===== config.mk =====
export PLATFORM = sky130hd
export DESIGN_NAME = bytebeat_pwm_sink
export DESIGN_NICKNAME = d
export VERILOG_FILES = /design/src/rtl/bytebeat_pwm_sink.sv
export SDC_FILE = /design/constraint.sdc
export NUM_CORES = 1
export LEC_CHECK = 0
export ABC_AREA = 0
export ABC_CLOCK_PERIOD_IN_PS = 2900
export BUFFER_PORTS_ARGS = -buffer_cell sky130_fd_sc_hd__clkbuf_2
export CORE_ASPECT_RATIO = 0.9
export CORE_MARGIN = 3
export CORE_UTILIZATION = 59
export CTS_BUF_LIST = sky130_fd_sc_hd__clkbuf_8
export DETAILED_ROUTE_END_ITERATION = 10
export GPL_TIMING_DRIVEN = 0
export PLACE_DENSITY = 0.78
export SETUP_SLACK_MARGIN = 0.02
export SLEW_MARGIN = 20
export SYNTH_ARGS = -nofsm -noshare
export SYNTH_HDL_FRONTEND = slang
export SYNTH_SLANG_ARGS = --single-unit

===== constraint.sdc =====
create_clock -name clk -period 2.9 [get_ports clk]
set_input_delay 0 -clock clk [delete_from_list [all_inputs] [get_ports clk]]
set_output_delay 0 -clock clk [all_outputs]
set_load 0.05 [all_outputs]

===== src/rtl/bytebeat_pwm_sink.sv =====
// Bytebeat sample sink: one-entry buffered valid/ready input, sample-rate divider, PWM audio output.
// Optional macro BYTEBEAT_SIGMA_DELTA_EN swaps the PWM comparator for a first-order sigma-delta modulator.
module bytebeat_pwm_sink #(
    parameter int PWM_W = 8,
    parameter int DIV_W = 8
) (
    input  logic             clk,
    input  logic             reset,
    input  logic [7:0]       sample,
    input  logic             sample_vld,
    output logic             sample_rdy,
    input  logic [DIV_W-1:0] sample_div,
    output logic             pwm_out,
    output logic             sample_strobe,
    output logic [7:0]       underrun_cnt
);

    logic [PWM_W-1:0] pwm_cnt;
    logic [DIV_W-1:0] frame_cnt;
    logic [7:0]       buf_data;
    logic             buf_valid;
    logic [7:0]       duty;
    logic             frame_end;
    logic             tick;
    logic             xfer;

    // Valid/ready: a sample moves when sample_vld & sample_rdy are both high at a rising
    // clk edge; sample_rdy is a pure function of buffer state and never looks at sample_vld.
    assign sample_rdy = ~buf_valid & ~reset;
    assign xfer       = sample_vld & sample_rdy;

    assign frame_end = (pwm_cnt == '1);
    // >= lets a lowered divider take effect at the next frame end instead of wrapping
    assign tick      = frame_end & (frame_cnt >= sample_div);

    always_ff @(posedge clk or posedge reset) begin
        if (reset) begin
            pwm_cnt       <= '0;
            frame_cnt     <= '0;
            buf_data      <= '0;
            buf_valid     <= 1'b0;
            duty          <= 8'h80;
            sample_strobe <= 1'b0;
            underrun_cnt  <= '0;
        end else begin
            pwm_cnt       <= pwm_cnt + PWM_W'(1);
            sample_strobe <= tick & buf_valid;

            if (tick) begin
                frame_cnt <= '0;
            end else if (frame_end) begin
                frame_cnt <= frame_cnt + DIV_W'(1);
            end

            if (tick) begin
                if (buf_valid) begin
                    duty      <= buf_data;
                    buf_valid <= 1'b0;
                end else if (underrun_cnt != 8'hFF) begin
                    underrun_cnt <= underrun_cnt + 8'd1;
                end
            end

            // xfer only happens with the buffer empty, so it never collides with the consume above
            if (xfer) begin
                buf_data  <= sample;
                buf_valid <= 1'b1;
            end
        end
    end

`ifdef BYTEBEAT_SIGMA_DELTA_EN
    logic [8:0] acc;
    logic [8:0] acc_next;

    assign acc_next = {1'b0, acc[7:0]} + {1'b0, duty};

    always_ff @(posedge clk or posedge reset) begin
        if (reset) begin
            acc     <= '0;
            pwm_out <= 1'b0;
        end else begin
            acc     <= acc_next;
            pwm_out <= acc_next[8];
        end
    end
`else
    always_ff @(posedge clk or posedge reset) begin
        if (reset) begin
            pwm_out <= 1'b0;
        end else begin
            pwm_out <= (pwm_cnt < duty);
        end
    end
`endif

endmodule

==> results.sh <==
export IMPL_status="finished clean"
export IMPL_min_period_over_period_pct=78.1
export IMPL_top_usage_layer="met2"
export IMPL_worstPathRequired_ns=3.08
export IMPL_postRouteAntennaNets=0
export IMPL_io_pins=30
export IMPL_path_delay_family="compound AO/OA/AOI/OAI gates"
export IMPL_grt_use_met2_pct=36.6
export IMPL_io_buffers=29
export IMPL_dieWidth_um=70.9
export IMPL_synthCells=200
export IMPL_p_leak_uw=0.00129
export IMPL_core_um2=3500
export IMPL_path_class="reg -> reg"
export IMPL_insertion_delay_ns=0.29
export IMPL_grt_max_degree=31
export IMPL_h_tree_depth=2
export IMPL_synth_top_area_share_pct=47.1
export IMPL_synth_cell_type_count=36
export IMPL_hold_class="in -> async"
export IMPL_r2r_cells=8
export IMPL_crit_slowest_cell="dfrtp_1"
export IMPL_hold_viol=0
export IMPL_synth_area_um2=2230
export IMPL_wl_per_cell_um=13.7
export IMPL_max_slew_margin_pct=67.1
export IMPL_worstPathMaxFanout=9
export IMPL_syn_nets=237
export IMPL_cap_violations=0
export IMPL_antenna_found_initial=0
export IMPL_slew_viol_final=0
export IMPL_drt_wl_total_um=3990
export IMPL_layout_common_cells="42 x dfrtp_1, 29 x clkbuf_2, 21 x inv_1, 18 x ha_1, 16 x nand2_1"
export IMPL_arrival_ns=2.44
export IMPL_rsz0062_at_grt="no"
export IMPL_synth_area_leaders="dfrtp_1 47%, ha_1 10%, mux2_4 5.4%"
export IMPL_final_common_cell="dfrtp_1"
export IMPL_die_h_um=64.4
export IMPL_gp_congestion=0.851
export IMPL_start_kind="flip-flop"
export IMPL_drcViolationCount=0
export IMPL_grt_pass1_wl_um=7160
export IMPL_start_util_pct=63.7
export IMPL_tns_ns=0
export IMPL_synth_area_leader_cell="dfrtp_1"
export IMPL_r2r_end="duty[1]"
export IMPL_r2r_setup_slack_ns=0.63
export IMPL_cts_tree="yes"
export IMPL_cts_buffers=5
export IMPL_dpl_cell_count=274
export IMPL_via_per_inst=5.52
export IMPL_cp_slowest_stage_delay_ns=0.39
export IMPL_track_usage_pct=20.0
export IMPL_grtUsageMet3_pct=3.77
export IMPL_ys_warn_count=0
export IMPL_cts_setup_buffers=0
export IMPL_rows=20
export IMPL_gr_usage_met1_pct=22.3
export IMPL_syn_to_final_growth_pct=18.4
export IMPL_synth_avg_cell_area_um2=11.2
export IMPL_period_needed_ns=2.27
export IMPL_synth_seq_cells=43
export IMPL_max_freq_mhz=441
export IMPL_cp_end_kind="flip-flop"
export IMPL_drt_pass1_iterations=4
export IMPL_finClkSkew_ns=0.00221
export IMPL_cts_root_buffer="clkbuf_8"
export IMPL_clk_pin_slew_worst_paths_ns=0.08
export IMPL_tightest_slew_ns=0.494
export IMPL_ys_seq_area_share_pct=48.2
export IMPL_crit_reg2reg_launch="frame_cnt[7]"
export IMPL_drive_above_1_share_pct=25.1
export IMPL_worst_path_buf_inv=1
export IMPL_nets=283
export IMPL_clock_sinks=43
export IMPL_grt_pass1_vias=1675
export IMPL_via_count=1605
export IMPL_p_per_area_nw_per_um2=404
export IMPL_insertedDiodeCount=0
export IMPL_whs_ns=0.240
export IMPL_peakVddDrop_uv=375
export IMPL_fin_cells=291
export IMPL_die_area_um2=4560
export IMPL_dpl_hpwl_um=3010
export IMPL_overflow=0
export IMPL_crit_path_cell_trace="ha_1, a21oi_1, nand2_1, o311ai_1, a21oi_2, and2_4, buf_12, mux2_4"
export IMPL_clockBufferDepth=2
export IMPL_drt_iter0_markers=58
export IMPL_finalSetupViolCount=0
[worst max-delay path by stage]
stage	from	to	slack [ns]	depth (start not counted)
floorplan	buf_valid	buf_data[0]	0.82	4
global placement	frame_cnt[0]	duty[0]	0.72	9
detailed placement	frame_cnt[7]	duty[1]	0.63	8
CTS	frame_cnt[7]	duty[1]	0.62	8
global route	frame_cnt[7]	duty[1]	0.51	8
finish	frame_cnt[7]	duty[1]	0.63	8
[area by class of cell]
type	instances	area [um2]
Buffer	3	31.3
Clock buffer	7	96.3
Clock inverter	1	3.75
Fill cell	240	860
Inverter	21	78.8
Multi-Input combinational cell	133	1050
Sequential cell	43	1080
Tap cell	44	55.1
Timing Repair Buffer	39	255
[power by group]
part / internal [uW] / switching [uW] / total, uW
Clock: 214 / 190 / 404
Sequential: 603 / 2.36 / 606
Combinational: 30.0 / 29.0 / 59.0
Total: 847 / 221 / 1070
[state kept, by name, indices dropped and copies added (netlist names)]
register / cells
buf_data: 8
buf_valid: 1
sample_strobe: 1
frame_cnt: 8
pwm_out: 1
duty: 8
underrun_cnt: 8
pwm_cnt: 8
[kinds of logic (layout without fill, tap and decap cells)]
family	after synthesis	in the layout	share of synthesized area, %
multiplexers	18	18	10.4
adder cells (fa/ha/maj)	18	18	10.1
flip-flops	43	43	48.2
AND/OR/NAND/NOR	56	56	12.8
XOR/XNOR	14	14	5.49
buffers and inverters	24	71	4.93
AO/OA/AOI/OAI	27	27	8.07
[cells in the mapped netlist]
| cell type | n |
|---|---|
| mux2_2 | 10 |
| dfrtp_1 | 42 |
| o21ai_0 | 5 |
| nand2_1 | 16 |
| ha_1 | 18 |
| and2_1 | 1 |
| buf_4 | 1 |
| and4_4 | 1 |
| o311ai_1 | 1 |
| a211oi_1 | 1 |
| a21o_1 | 2 |
| o21bai_1 | 1 |
| a2111oi_0 | 1 |
| nand3_1 | 11 |
| and3_1 | 3 |
| nand4_1 | 4 |
| and2_4 | 1 |
| clkbuf_1 | 1 |
| xor2_1 | 2 |
| a21oi_1 | 7 |
| and4_1 | 1 |
| mux2_4 | 8 |
| buf_12 | 1 |
| o22ai_1 | 2 |
| dfstp_2 | 1 |
| a21oi_2 | 1 |
| o2111a_1 | 1 |
| o211ai_1 | 1 |
| inv_1 | 21 |
| a211o_1 | 2 |
| o21a_1 | 2 |
| nor3_1 | 4 |
| and4b_1 | 1 |
| nand2b_1 | 5 |
| nor2_1 | 8 |
| xnor2_1 | 12 |
[worst register-to-register path, stage by stage, from the launching register on]
cell      delay, ns
dfrtp_1        0.39
ha_1           0.33
a21oi_1        0.20
nand2_1        0.13
o311ai_1       0.34
a21oi_2        0.12
and2_4         0.19
buf_12         0.14
mux2_4         0.30
[routing by layer]
layer  wire, um  part of all wire [%]
met5          0                     0
met4        102                   2.6
met3        145                   3.6
met2       2080                    52
met1       1660                    42
[through the flow]
step | utilization, % | setup slack, ns | total power (uW) | cell area [um2]
floorplan | - | 0.816 | 644 | 2230
global placement | 69.5 | 0.720 | 660 | 2430
detailed placement | 70.0 | 0.631 | 668 | 2450
CTS | 75.5 | 0.621 | 1080 | 2640
global route | 75.5 | 0.514 | 1110 | 2640
finish | 75.5 | 0.634 | 1070 | 2640
[repair_timing]
item                      CTS  global route
hold buffers                9             0
resized for setup           0             0
hold endpoints to repair   50             0
Power figures use the tool's default switching activity.
